==> config.mk <==
export PLATFORM = sky130hd
export DESIGN_NAME = sync_fifo_ctrl_flat
export DESIGN_NICKNAME = d
export VERILOG_FILES = /design/src/rtl/sync_fifo_ctrl_if.sv /design/src/rtl/sync_fifo_ctrl.sv /design/src/flat_wrapper.sv
export SDC_FILE = /design/constraint.sdc
export NUM_CORES = 1
export LEC_CHECK = 0
export CORE_AREA = 2 2 82 84
export CTS_BUF_LIST = sky130_fd_sc_hd__clkbuf_2 sky130_fd_sc_hd__clkbuf_4 sky130_fd_sc_hd__clkbuf_8
export DETAILED_ROUTE_END_ITERATION = 12
export DIE_AREA = 0 0 84 86
export DONT_BUFFER_PORTS = 1
export GPL_ROUTABILITY_DRIVEN = 0
export PLACE_DENSITY = 0.69
export SLEW_MARGIN = 30
export SYNTH_ARGS = -nofsm -noshare
export SYNTH_HDL_FRONTEND = slang
export SYNTH_SLANG_ARGS = --single-unit
export TNS_END_PERCENT = 1
==> constraint.sdc <==
create_clock -name clk -period 7.45 [get_ports clk]
set_input_delay 1.49 -clock clk [delete_from_list [all_inputs] [get_ports clk]]
set_output_delay 1.49 -clock clk [all_outputs]
set_load 0.02 [all_outputs]
==> src/rtl/sync_fifo_ctrl_if.sv <==
// Handshake and status bundle between a streaming producer/consumer pair and
// the single-clock FIFO controller. The master side drives requests; the
// slave (the FIFO) drives data and status back.
interface sync_fifo_ctrl_if #(
  parameter int DATA_WIDTH = 8,
  parameter int PTR_WIDTH  = 3
);

  // Control and write side
  logic                  flush;
  logic                  clr_err;
  logic                  w_en;
  logic [DATA_WIDTH-1:0] data_in;
  logic                  r_en;

  // Read data and status
  logic [DATA_WIDTH-1:0] data_out;
  logic                  full;
  logic                  empty;
  logic                  almost_full;
  logic                  almost_empty;
  logic [PTR_WIDTH:0]    count;
  logic                  overflow;
  logic                  underflow;

  modport master (
    output flush, clr_err, w_en, data_in, r_en,
    input  data_out, full, empty, almost_full, almost_empty, count,
           overflow, underflow
  );

  modport slave (
    input  flush, clr_err, w_en, data_in, r_en,
    output data_out, full, empty, almost_full, almost_empty, count,
           overflow, underflow
  );

endinterface

==> src/rtl/sync_fifo_ctrl.sv <==
// Single-clock FIFO controller with fill count, almost-full/almost-empty
// thresholds, sticky overflow/underflow flags, synchronous flush and a
// selectable registered or first-word-fall-through read port.
module sync_fifo_ctrl #(
  parameter int DATA_WIDTH = 8,
  parameter int PTR_WIDTH  = 3,
  parameter int DEPTH      = 8,
  parameter int AF_LEVEL   = 6,
  parameter int AE_LEVEL   = 2,
  parameter int FWFT       = 0
) (
  input  logic               clk,
  input  logic               rst,
  sync_fifo_ctrl_if.slave    bus
);

  // Parameter sanity checks resolved at elaboration.
  if (DEPTH != (1 << PTR_WIDTH)) begin : g_bad_depth
    $error("sync_fifo_ctrl: DEPTH must equal 2**PTR_WIDTH");
  end
  if (AF_LEVEL < 1 || AF_LEVEL > DEPTH) begin : g_bad_af
    $error("sync_fifo_ctrl: AF_LEVEL out of range 1..DEPTH");
  end
  if (AE_LEVEL < 0 || AE_LEVEL > DEPTH - 1) begin : g_bad_ae
    $error("sync_fifo_ctrl: AE_LEVEL out of range 0..DEPTH-1");
  end

  localparam logic [PTR_WIDTH:0] AF_THRESH = (PTR_WIDTH+1)'(AF_LEVEL);
  localparam logic [PTR_WIDTH:0] AE_THRESH = (PTR_WIDTH+1)'(AE_LEVEL);

  // Pointers carry one extra wrap bit so full and empty are distinguishable.
  logic [PTR_WIDTH:0]    wptr_q, wptr_d;
  logic [PTR_WIDTH:0]    rptr_q, rptr_d;
  logic [DATA_WIDTH-1:0] dout_q, dout_d;
  logic                  overflow_q, overflow_d;
  logic                  underflow_q, underflow_d;

  logic [DATA_WIDTH-1:0] mem_q [DEPTH];

  logic [PTR_WIDTH-1:0]  waddr;
  logic [PTR_WIDTH-1:0]  raddr;
  logic [PTR_WIDTH:0]    count;
  logic                  full;
  logic                  empty;
  logic                  wr_fire;
  logic                  rd_fire;
  logic                  mem_we;

  assign waddr = wptr_q[PTR_WIDTH-1:0];
  assign raddr = rptr_q[PTR_WIDTH-1:0];

  // Status decoded from registered pointers only, so no input reaches an
  // output through combinational logic (apart from the FWFT data mux).
  assign count = wptr_q - rptr_q;
  assign empty = (wptr_q == rptr_q);
  assign full  = (wptr_q[PTR_WIDTH] != rptr_q[PTR_WIDTH]) &&
                 (wptr_q[PTR_WIDTH-1:0] == rptr_q[PTR_WIDTH-1:0]);

  assign wr_fire = bus.w_en && !full;
  assign rd_fire = bus.r_en && !empty;

  // A flush (or reset) in the same cycle discards the write entirely.
  assign mem_we  = wr_fire && !bus.flush && !rst;

  // Next-state for pointers, read register and sticky error flags.
  always_comb begin
    // NOTE: every signal gets a default first so no path leaves it unassigned
    // (which would infer a latch).
    wptr_d      = wptr_q;
    rptr_d      = rptr_q;
    dout_d      = dout_q;
    overflow_d  = overflow_q;
    underflow_d = underflow_q;

    if (bus.flush) begin
      wptr_d      = '0;
      rptr_d      = '0;
      dout_d      = '0;
      overflow_d  = 1'b0;
      underflow_d = 1'b0;
    end else begin
      if (wr_fire) begin
        wptr_d = wptr_q + 1'b1;
      end
      if (rd_fire) begin
        rptr_d = rptr_q + 1'b1;
        dout_d = mem_q[raddr];
      end
      // Clear first so a coincident error event wins over clr_err.
      if (bus.clr_err) begin
        overflow_d  = 1'b0;
        underflow_d = 1'b0;
      end
      if (bus.w_en && full) begin
        overflow_d = 1'b1;
      end
      if (bus.r_en && empty) begin
        underflow_d = 1'b1;
      end
    end
  end

  // Control state register with synchronous reset taking top priority.
  always_ff @(posedge clk) begin
    // NOTE: sequential state uses non-blocking assignments so all flops
    // update together from pre-edge values.
    if (rst) begin
      wptr_q      <= '0;
      rptr_q      <= '0;
      dout_q      <= '0;
      overflow_q  <= 1'b0;
      underflow_q <= 1'b0;
    end else begin
      wptr_q      <= wptr_d;
      rptr_q      <= rptr_d;
      dout_q      <= dout_d;
      overflow_q  <= overflow_d;
      underflow_q <= underflow_d;
    end
  end

  // Storage array write port.
  always_ff @(posedge clk) begin
    // NOTE: the data array is deliberately not reset; only pointers define
    // which entries are valid, and this lets it map onto RAM.
    if (mem_we) begin
      mem_q[waddr] <= bus.data_in;
    end
  end

  // In FWFT mode the head entry is presented directly; otherwise the
  // registered copy captured on each accepted read.
  assign bus.data_out     = (FWFT != 0) ? mem_q[raddr] : dout_q;
  assign bus.full         = full;
  assign bus.empty        = empty;
  assign bus.count        = count;
  assign bus.almost_full  = (count >= AF_THRESH);
  assign bus.almost_empty = (count <= AE_THRESH);
  assign bus.overflow     = overflow_q;
  assign bus.underflow    = underflow_q;

endmodule

==> src/flat_wrapper.sv <==
// flat-port wrapper written by rule: the top's interface ports become plain ports
module sync_fifo_ctrl_flat 
#(
  parameter int DATA_WIDTH = 8,
  parameter int PTR_WIDTH  = 3,
  parameter int DEPTH      = 8,
  parameter int AF_LEVEL   = 6,
  parameter int AE_LEVEL   = 2,
  parameter int FWFT       = 0
)
  (clk, rst, bus_flush, bus_clr_err, bus_w_en, bus_data_in, bus_r_en, bus_data_out, bus_full, bus_empty, bus_almost_full, bus_almost_empty, bus_count, bus_overflow, bus_underflow);
  sync_fifo_ctrl_if #(.DATA_WIDTH(DATA_WIDTH), .PTR_WIDTH(PTR_WIDTH)) bus_i ();
  input  logic clk;
  input  logic rst;
  input wire logic [$bits(bus_i.flush)-1:0] bus_flush;
  input wire logic [$bits(bus_i.clr_err)-1:0] bus_clr_err;
  input wire logic [$bits(bus_i.w_en)-1:0] bus_w_en;
  input wire logic [$bits(bus_i.data_in)-1:0] bus_data_in;
  input wire logic [$bits(bus_i.r_en)-1:0] bus_r_en;
  output wire logic [$bits(bus_i.data_out)-1:0] bus_data_out;
  output wire logic [$bits(bus_i.full)-1:0] bus_full;
  output wire logic [$bits(bus_i.empty)-1:0] bus_empty;
  output wire logic [$bits(bus_i.almost_full)-1:0] bus_almost_full;
  output wire logic [$bits(bus_i.almost_empty)-1:0] bus_almost_empty;
  output wire logic [$bits(bus_i.count)-1:0] bus_count;
  output wire logic [$bits(bus_i.overflow)-1:0] bus_overflow;
  output wire logic [$bits(bus_i.underflow)-1:0] bus_underflow;
  assign bus_i.flush = bus_flush;
  assign bus_i.clr_err = bus_clr_err;
  assign bus_i.w_en = bus_w_en;
  assign bus_i.data_in = bus_data_in;
  assign bus_i.r_en = bus_r_en;
  assign bus_data_out = bus_i.data_out;
  assign bus_full = bus_i.full;
  assign bus_empty = bus_i.empty;
  assign bus_almost_full = bus_i.almost_full;
  assign bus_almost_empty = bus_i.almost_empty;
  assign bus_count = bus_i.count;
  assign bus_overflow = bus_i.overflow;
  assign bus_underflow = bus_i.underflow;
  sync_fifo_ctrl #(.DATA_WIDTH(DATA_WIDTH), .PTR_WIDTH(PTR_WIDTH), .DEPTH(DEPTH), .AF_LEVEL(AF_LEVEL), .AE_LEVEL(AE_LEVEL), .FWFT(FWFT)) u_core (.clk(clk), .rst(rst), .bus(bus_i));
endmodule
# Word level (Yosys, flattened, before mapping)
# Memory sizes are Yosys's and may differ from the RTL's. A register that Yosys moved wholly into a read port is not among the register bits.
# Cells that the tools add are included.
# classes
mux,5
n_lt_le_gt_ge,2
n_reduce_logical,14
add_sub_neg,3
n_eq_ne,3
# ops
cell,n
"adder 4 x 1 -> 4 bit, second input constant",2
logical AND 1 bit,7
two-way mux 1 bit,5
equality test 4 bit,1
"greater-or-equal comparator 4 x 3 -> 1 bit, second input constant",1
"<= comparator 4 x 2 -> 1 bit, second input constant",1
logical NOT 1 bit,4
nonzero test 2 bit,2
subtractor 4 bit,1
equality test 3 bit,1
OR reduction 2 bit,1
inequality test 1 bit,1
# totals
inputBits,14
ram_bits,64
register_bits,10
output_inout_bits,18
memories,1
wordCells,32
# memory_table
memory,depth,word_bits,rd,rd_ports_with_merged_regs,write_ports,line_no,rtl
u_core.mem_q,8,8,1,1,1,sync_fifo_ctrl.sv:38,logic [DATA_WIDTH-1:0] mem_q [DEPTH];

# Depth between registers and ports, before layout
# Gate-level depths: netlist of run 1.
# depth
ltp_word,8
mapped_depth,10
mapped_depth_nobuf,6

# Worst setup path before layout of run 1
# No wires, ideal clock.
# synth_timing
kind,reg-to-output
startpoint,reg u_core.rptr_q[1]
endpoint,out bus_almost_empty
slack_ns,3.705
path_stages_with_launch,10
arrival_time_ns,2.255
required_time_ns,5.960
cell_sequence,dfxtp_1 > buf_6 > buf_6 > buf_6 > inv_1 > ha_1 > nor2b_1 > o21ai_0 > nand3_1 > a221oi_1
# synth_between
elab_chain_cells,2
# synth_lines
item,line_no,rtl
"start, declared",sync_fifo_ctrl.sv:33,"logic [PTR_WIDTH:0] rptr_q, rptr_d;"
"start signal, assigned",sync_fifo_ctrl.sv:115,rptr_q <= rptr_d;
subtractor 4 bit,sync_fifo_ctrl.sv:54,assign count = wptr_q - rptr_q;
<= comparator 4 x 2 -> 1 bit,sync_fifo_ctrl.sv:138,assign bus.almost_empty = (count <= AE_THRESH);
"end, declared",flat_wrapper.sv:24,output wire logic [$bits(bus_i.almost_empty)-1:0] bus_almost_empty;
# No other way between the ends.

# Worst setup path in the final report of run 1
# Same ends and word-level chain as after synthesis.

==> qor.yml, run 1 <==
hpwl_um: 3920
syn_nets: 239
vias_per_cell: 5.87
yosysWarnings: 0
grt_use_total_pct: 17.9
die_height_um: 86
num_vias: 1784
start_util_pct: 53.7
drt_iter0_drc: 86
htreeDepth: 3
post-cts-setup-buffers: 0
wl_um: 5930
min_period_ns: 4.13
layout.nets: 242
cts_resized: 0
synth.distinct_cells: 37
insertion_delay_ns: 0.35
ctsLongestPathBuffers: 2
multiInputGateArea_um2: 1000
syn-cell-area_um2: 3370
timing.hold.ws_ns: 0.588
fmax_mhz: 242
reg2reg_slack_ns: 4.34
numCtsBuffers: 9
firstDrtPassIters: 4
die_area_um2: 7220
status: "completed"
yosysSeqAreaShare_pct: 67.7
holdBufCountCts: 0
diodes: 0
grt_pass1_vias: 1879
root_buffer: "clkbuf_8"
power_mw: 0.840
arrival_ns: 2.64
yosysTopAreaCell: "edfxtp_1"
synth_top_area_share_pct: 57.0
core_um2: 6280
io_buffers: 0
peakVddDrop_mv: 0.153
worst_slew_pin_slew_ns: 0.890
setup_violations: 0
area_delta_synth_final_pct: 7.17
finClkSkew_ns: 0.00672
grt_pass1_wl_um: 9490
finalSetupTns_ns: 0
cts.sinks: 82
finalHoldViolCount: 0
fp.dieW_um: 84
regArea_um2: 2280
syn_area_per_cell_um2: 15.4
hold_class: "reg2reg"
synthCells: 219
overflow: 0
io_pins: 32
drc: 0
cts_tree: "done"
power_density_nw_per_um2: 233
maxCapViolations: 0
drive_gt1_share_pct: 16.3
rsz0062_at_grt: "false"
nFillCells: 514
num_rows: 29
yosys-top-cells-area: "edfxtp_1 57%, dfxtp_1 11%, mux4_2 6.0%"
grt_max_degree: 29
critPathMaxFanout: 28
antenna_found_initial: 0
wl_per_cell_um: 19.5
cp.required_ns: 5.96
leakagePower_nw: 1.14
yosys_register_bits: 82
slew_headroom_pct: 40.4
critPathKind: "reg2out"
end_kind: "primary output"
path_clk_slew_ns: 0.08
antenna_left: 0
worst_setup_path_start_kind: "register"
timing.final.crit_share_pct: 55.5
final_max_slew_viol_count: 0
-- where the power goes --
group          internal, mW  switching [mW]  total (mW)  leakage, nW
Combinational       0.00743          0.0163      0.0238        0.319
Clock                 0.159           0.158       0.317        0.100
Sequential            0.496         0.00420       0.500        0.722
Total                 0.662           0.178       0.840         1.14
-- layout make-up --
class                           count  share of cell area [%]
Timing Repair Buffer                1                   0.208
Clock inverter                      6                    1.80
Inverter                            7                   0.728
Clock buffer                       10                    3.64
Multi-Input combinational cell    121                    27.8
Sequential cell                    82                    63.2
Tap cell                           77                    2.67
-- synth_stat cells --
master    count
and2_1        1
fa_1          1
o211ai_1      4
o22ai_1       7
mux2i_1      16
nand2b_1      2
o21ai_0       1
nor2_2        1
nor2b_1       3
buf_6         4
buf_2         1
a211oi_1      8
nand3_1       2
o21ai_1       1
xor2_2        1
a221oi_1      1
a21o_1        1
inv_1         7
ha_1          5
xnor2_1       4
or3_4         2
edfxtp_1     64
xor2_1        3
mux4_2        9
clkbuf_1      3
o21ai_2       1
nand2_1       4
clkbuf_4      1
dfxtp_1      18
or2_2         2
and3_1        2
a22o_1        1
nor3_1        9
o21a_2        1
nor2_1       24
a21oi_1       3
xnor2_2       1
-- worst max-delay path, cell delays in order, from the launching register on --
cell      delay [ns]
dfxtp_1         0.31
buf_4           0.41
inv_1           0.09
ha_1            0.32
nor2b_1         0.13
o21ai_0         0.21
nand3_1         0.14
a221oi_1        0.67
-- logic make-up after synthesis --
family / count (synthesis) / share of synthesized area (%)
multiplexers: 25 / 10.8
AO/OA/AOI/OAI: 29 / 5.98
adder cells (fa/ha/maj): 6 / 2.45
AND/OR/NAND/NOR: 52 / 7.46
XOR/XNOR: 9 / 2.79
flip-flops: 82 / 67.7
buffers and inverters: 16 / 2.82
-- routing by layer --
metal	up-vias	share of wire (%)	GRT usage (%)
met5	-	0	0
met4	0	1.7	6.01
met3	13	5.3	6.54
met2	46	50	31.4
met1	890	43	20.4
li1	835	-	-
-- registers in the layout (all words and copies together), names as in the netlist --
name,flops
u_core.bus.data_out,8
u_core.mem_q,64
u_core.wptr_q,4
u_core.bus.underflow,1
u_core.bus.overflow,1
u_core.rptr_q,4
-- cells in the final DEF (no fill, tap or decap), drive strengths merged, types with 2 or more instances in the layout --
| master | synthesis | layout |
|---|---|---|
| ha | 5 | 5 |
| or2 | 2 | 2 |
| clkinv | 0 | 3 |
| xnor2 | 5 | 5 |
| o211ai | 4 | 4 |
| clkbuf | 4 | 10 |
| mux2i | 16 | 16 |
| dfxtp | 18 | 18 |
| nand2 | 4 | 4 |
| xor2 | 4 | 4 |
| nand3 | 2 | 2 |
| o21ai | 3 | 3 |
| o22ai | 7 | 7 |
| inv | 7 | 8 |
| nor3 | 9 | 9 |
| and3 | 2 | 2 |
| nand2b | 2 | 2 |
| a211oi | 8 | 8 |
| mux4 | 9 | 9 |
| nor2b | 3 | 3 |
| a21oi | 3 | 3 |
| nor2 | 25 | 25 |
| edfxtp | 64 | 64 |
| or3 | 2 | 2 |
-- final timing paths --
check	startpoint	to	depth (start not counted)
setup reg to reg	u_core.rptr_q[2]	u_core.mem_q[4][6]	6
setup / recovery	u_core.rptr_q[1]	bus_almost_empty	7
hold reg to reg	u_core.bus.data_out[7]	u_core.bus.data_out[7]	2
hold / removal	u_core.bus.data_out[7]	u_core.bus.data_out[7]	2
-- stage by stage --
stage / setup slack, ns / utilization, % / instances / area (µm²)
final: 3.32 / 57.5 / 304 / 3610
after CTS: 3.27 / 57.5 / 304 / 3610
after floorplan: 3.71 / - / 219 / 3370
after detailed placement: 3.67 / 54.4 / 288 / 3410
after global placement: 3.68 / 54.2 / 288 / 3400
after global routing: 3.08 / 57.5 / 304 / 3610
Power figures use the tool's default switching activity.
==> inputs of run 2 (changes only) <==
--- a/config.mk
+++ b/config.mk
@@ -11,7 +11,7 @@
 export DIE_AREA = 0 0 84 86
 export DONT_BUFFER_PORTS = 1
 export GPL_ROUTABILITY_DRIVEN = 0
-export PLACE_DENSITY = 0.69
+export PLACE_DENSITY = 0.71
 export SLEW_MARGIN = 30
 export SYNTH_ARGS = -nofsm -noshare
 export SYNTH_HDL_FRONTEND = slang
==> constraint.sdc (replaced) <==
create_clock -name clk -period 3.78 [get_ports clk]
set_input_delay 0.756 -clock clk [delete_from_list [all_inputs] [get_ports clk]]
set_output_delay 0.756 -clock clk [all_outputs]
set_load 0.02 [all_outputs]
==> qor.yml, run 2 (synthesis results as in run 1) <==
status: "completed"
r2r-end: "u_core.mem_q[7][6]"
nFillCells: 476  # -7.4%
antenna_found_initial: 0  # unchanged
numCtsBuffers: 9  # unchanged
setup_violations: 0  # unchanged
root_buffer: "clkbuf_8"
diodes: 0  # unchanged
critPathMaxFanout: 14  # -50%
start_util_pct: 53.7  # unchanged
core_um2: 6280  # unchanged
die_area_um2: 7220  # unchanged
insertion_delay_ns: 0.36  # about the same
grt_max_degree: 27  # -6.9%
io_pins: 32  # unchanged
final_cell_mix: "64 x edfxtp_1, 24 x nor2_1, 18 x dfxtp_1"
grt_use_total_pct: 19.0  # +1.2 points
wl_um: 6290  # +6.2%
rsz0062_at_grt: "false"
fmax_mhz: 318
worst_slew_pin_slew_ns: 0.715  # -0.175 ns
grt_pass1_wl_um: 9870  # +4.1%
overflow: 0  # unchanged
critPathKind: "reg2out"
drc: 0  # unchanged
hold_class: "in2reg"
finClkSkew_ns: 0.0151  # +0.00842 ns
power_mw: 1.80  # +110%
die_height_um: 86  # unchanged
cts.sinks: 82  # unchanged
cts_resized: 0  # unchanged
slowest_delay_ns: 0.51  # -0.16 ns
hold_path_startpoint: "bus_data_in[2]"
firstDrtPassIters: 4  # unchanged
worstHoldEndpoint: "u_core.mem_q[4][2]"
worst_setup_path_start_kind: "register"
cts_tree: "done"
finalSetupTns_ns: 0  # unchanged
largest_reg_flops: 64  # unchanged
antenna_left: 0  # unchanged
num_rows: 29  # unchanged
holdBufCountCts: 0  # unchanged
regMostFlops: "u_core.mem_q"
path_cells: "ha_1 > fa_1 > xnor2_1 > a22o_1"
htreeDepth: 3  # unchanged
hpwl_um: 4120  # +5.1%
fp.dieW_um: 84  # unchanged
min_path_cells: 0  # -2
post-route-util_pct: 59.8  # +2.3 points
drt_iter0_drc: 133  # +55%
grt_pass1_vias: 1826  # -2.8%
peakVddDrop_mv: 0.303  # +98%
power_density_nw_per_um2: 479  # +110%
arrival_ns: 2.39  # -0.25 ns
finalHoldViolCount: 0  # unchanged
layout.nets: 256  # +5.8%
slowest_stage: "xnor2_1"
final_max_slew_viol_count: 0  # unchanged
cp.required_ns: 3.02  # -2.94 ns
post-cts-setup-buffers: 0  # unchanged
drive_gt1_share_pct: 20.3  # +4.0 points
reg2reg_slack_ns: 1.10  # -3.24 ns
wl_per_cell_um: 19.8  # +1.5%
path_clk_slew_ns: 0.09  # about the same
vias_per_cell: 5.77  # -1.7%
timing.final.crit_share_pct: 83.1
maxCapViolations: 0  # unchanged
ctsLongestPathBuffers: 2  # unchanged
multiInputGateArea_um2: 992  # -1.0%
io_buffers: 0  # unchanged
num_vias: 1835  # +2.9%
regArea_um2: 2280  # unchanged
r2r_cells: 6  # unchanged
leakagePower_nw: 1.23  # +7.9%
end_kind: "primary output"
min_period_ns: 3.14
slew_headroom_pct: 52.0  # +12 points
area_delta_synth_final_pct: 11.4
r2r_start: "u_core.rptr_q[0]"
final_common_cell: "edfxtp_1"
[run 2: cell types whose count changed in the layout (fill, tap and decap cells not counted)]
cell and change:
bufinv_16 +2, clkinvlp_4 -1, clkinv_2 -1, nor3_1 +2
buf_4 +14, nor3_2 -2
[run 2: critical path: cells and delay by family, from the launching register on]
family                     cells  cell delay [ns]
adders and majority gates      2             0.70
DFF                            1             0.49
AOI/OAI and AO/OA              1             0.34
xor gates and xnor gates       1             0.51
[run 2: per-layer routing]
| layer | GRT usage (%) | part of all wire [%] | vias to the layer above |
|---|---|---|---|
| met4 | 8.36 | 2.0 | 0 |
| met1 | 24.5 | 44 | 916 |
| met3 | 3.95 | 3.7 | 12 |
| li1 | - | - | 867 |
| met5 | 0 | 0 | - |
| met2 | 31.7 | 50 | 40 |
[run 2: worst max path at each step]
stage | start | end | cells after the start | slack, ns
2_1_floorplan | u_core.rptr_q[1] | bus_almost_empty | 9 | 0.77
3_3_place_gp | u_core.rptr_q[0] | bus_almost_full | 4 | 1.03
3_5_place_dp | u_core.rptr_q[0] | bus_almost_full | 4 | 1.02
4_1_cts | u_core.rptr_q[0] | bus_almost_full | 4 | 0.64
5_1_grt | u_core.rptr_q[0] | bus_almost_full | 4 | 0.54
6_report | u_core.rptr_q[0] | bus_almost_full | 4 | 0.64
[run 2: power breakdown]
part	switching, mW	internal, mW
logic	0.0328	0.0163
registers	0.00794	0.977
clock network	0.315	0.449
[run 2: per-stage QoR]
step / instances / worst slack, ns / hold WS [ns] / area, µm²
CTS: 318 / 0.637 / 0.478 / 3750
floorplan: 219 / 0.769 / 0.560 / 3370
global route: 318 / 0.536 / 0.475 / 3750
finish: 318 / 0.639 / 0.489 / 3750
global placement: 302 / 1.03 / 0.574 / 3510
detailed placement: 302 / 1.02 / 0.575 / 3510
[run 2: final cells by class]
type / count / area share, %
clock inverter: 6 / 3.00
tap: 77 / 2.57
sequential: 82 / 60.8
multi-input combinational: 121 / 26.4
clock buffer: 10 / 3.50
timing repair buffer: 15 / 3.00
inverter: 7 / 0.700
==> inputs of run 3 (changes only) <==
--- a/config.mk
+++ b/config.mk
@@ -11,7 +11,7 @@
 export DIE_AREA = 0 0 84 86
 export DONT_BUFFER_PORTS = 1
 export GPL_ROUTABILITY_DRIVEN = 0
-export PLACE_DENSITY = 0.71
+export PLACE_DENSITY = 0.69
 export SLEW_MARGIN = 30
 export SYNTH_ARGS = -nofsm -noshare
 export SYNTH_HDL_FRONTEND = slang
==> constraint.sdc (replaced) <==
create_clock -name clk -period 3.2 [get_ports clk]
set_input_delay 0.64 -clock clk [delete_from_list [all_inputs] [get_ports clk]]
set_output_delay 0.64 -clock clk [all_outputs]
set_load 0.02 [all_outputs]
==> qor.yml, run 3 (synthesis results as in run 1) <==
status: "completed"
drt_iter0_drc: 116  # -13%
final_max_slew_viol_count: 0  # unchanged
root_buffer: "clkbuf_8"
peakVddDrop_mv: 0.335  # +11%
slowest_delay_ns: 0.34  # -0.17 ns
insertion_delay_ns: 0.35  # about the same
slew_headroom_pct: 46.3  # -5.7 points
hold_class: "in2reg"
grt_pass1_wl_um: 10100  # +2.4%
die_area_um2: 7220  # unchanged
numCtsBuffers: 9  # unchanged
leakagePower_nw: 1.22  # -1.1%
wl_per_cell_um: 19.7  # -0.51%
finClkSkew_ns: 0.00633  # -0.00881 ns
area_delta_synth_final_pct: 10.5
antenna_found_initial: 0  # unchanged
die_height_um: 86  # unchanged
min_period_ns: 2.83
crit_buf_inv: 3  # +3
worst-path-stages: 8  # +4
layout.nets: 258  # +0.78%
final_cell_mix: "64 x edfxtp_1, 24 x nor2_1, 18 x dfxtp_1"
grt_max_degree: 21  # -22%
dp_cells: 304  # +0.66%
drive_gt1_share_pct: 20.6  # +0.24 points
finalSetupTns_ns: 0  # unchanged
cts_tree: "done"
antenna_left: 0  # unchanged
fp.dieW_um: 84  # unchanged
cts_resized: 0  # unchanged
post-cts-setup-buffers: 0  # unchanged
end_kind: "primary output"
cp.required_ns: 2.56  # -0.46 ns
drc: 0  # unchanged
fmax_mhz: 353
start_util_pct: 53.7  # unchanged
critPathKind: "reg2out"
vias_per_cell: 5.68  # -1.6%
cts.sinks: 82  # unchanged
final_cell_count_no_fill: 320  # +0.63%
diodes: 0  # unchanged
overflow: 0  # unchanged
grt_pass1_vias: 1862  # +2.0%
dp_worst_setup_slack_ns: 0.737  # -0.278 ns
timing.final.crit_share_pct: 88.5
path_cells: "buf_4 > inv_1 > ha_1 > nor2b_1 > o21ai_0 > nand3_1 > a221oi_1 > buf_4"
setup_violations: 0  # unchanged
htreeDepth: 3  # unchanged
min_path_cells: 0  # unchanged
core_um2: 6280  # unchanged
grt_use_total_pct: 19.5  # +0.50 points
num_vias: 1817  # -0.98%
io_pins: 32  # unchanged
hpwl_um: 4100  # -0.45%
regMostFlops: "u_core.mem_q"
timing.critical_path.mode_cell: "buf_4"
wl_um: 6300  # +0.11%
r2r_cells: 8  # +2
slowest_stage: "dfxtp_1"
finalHoldViolCount: 0  # unchanged
worst_setup_path_start_kind: "register"
worst_slew_pin_slew_ns: 0.801  # +0.0854 ns
firstDrtPassIters: 4  # unchanged
final_common_cell: "edfxtp_1"
rsz0062_at_grt: "false"
crit_family: "compound AO/OA/AOI/OAI gates"
maxCapViolations: 0  # unchanged
largest_reg_flops: 64  # unchanged
critPathMaxFanout: 9  # -5
num_rows: 29  # unchanged
arrival_ns: 2.19  # -0.20 ns
holdBufCountCts: 0  # unchanged
ctsLongestPathBuffers: 2  # unchanged
io_buffers: 0  # unchanged
path_clk_slew_ns: 0.08  # about the same
layout_setup_ws_ns: 0.369  # -0.270 ns
timing.hold.ws_ns: 0.378  # -0.111 ns
power_density_nw_per_um2: 530  # +11%
==> run 3: final cells by class <==
cell class / count / area, µm²
sequential: 82 / 2280
fill: 492 / 2550
multi-input combinational: 121 / 992
tap: 77 / 96.3
clock buffer: 11 / 145
timing repair buffer: 17 / 128
inverter: 7 / 26.3
clock inverter: 5 / 55.1
==> run 3: worst paths after layout <==
| check | start | endpoint | slack (ns) |
|---|---|---|---|
| worst max-delay path | u_core.rptr_q[1] | bus_almost_empty | 0.37 |
| worst min-delay path | bus_data_in[0] | u_core.mem_q[5][0] | 0.38 |
| worst max register to register | u_core.rptr_q[1] | u_core.mem_q[2][5] | 0.82 |
| worst min register to register | u_core.rptr_q[2] | u_core.rptr_q[2] | 0.59 |
==> run 3: report_power, final <==
group	total, mW	leakage (nW)	switching [mW]	internal [mW]
Clock	0.749	0.100	0.361	0.388
Combinational	0.0630	0.395	0.0408	0.0221
Sequential	1.16	0.722	0.00826	1.15
Total	1.97	1.22	0.410	1.56
==> run 3: through the flow <==
step / utilization [%] / power [mW] / instance area, µm²
CTS: 59.3 / 1.99 / 3720
floorplan: - / 1.23 / 3370
detailed placement: 56.1 / 1.25 / 3520
global route: 59.3 / 2.04 / 3720
finish: 59.3 / 1.97 / 3720
global placement: 56.1 / 1.25 / 3520
==> run 3: metal layers <==
layer | share of wire, % | global-route usage [%] | vias to the layer above
met3 | 8.4 | 5.68 | 9
met1 | 41 | 24.9 | 889
met4 | 1.7 | 9.24 | 0
li1 | - | - | 862
met2 | 49 | 31.2 | 57
met5 | 0 | 0 | -
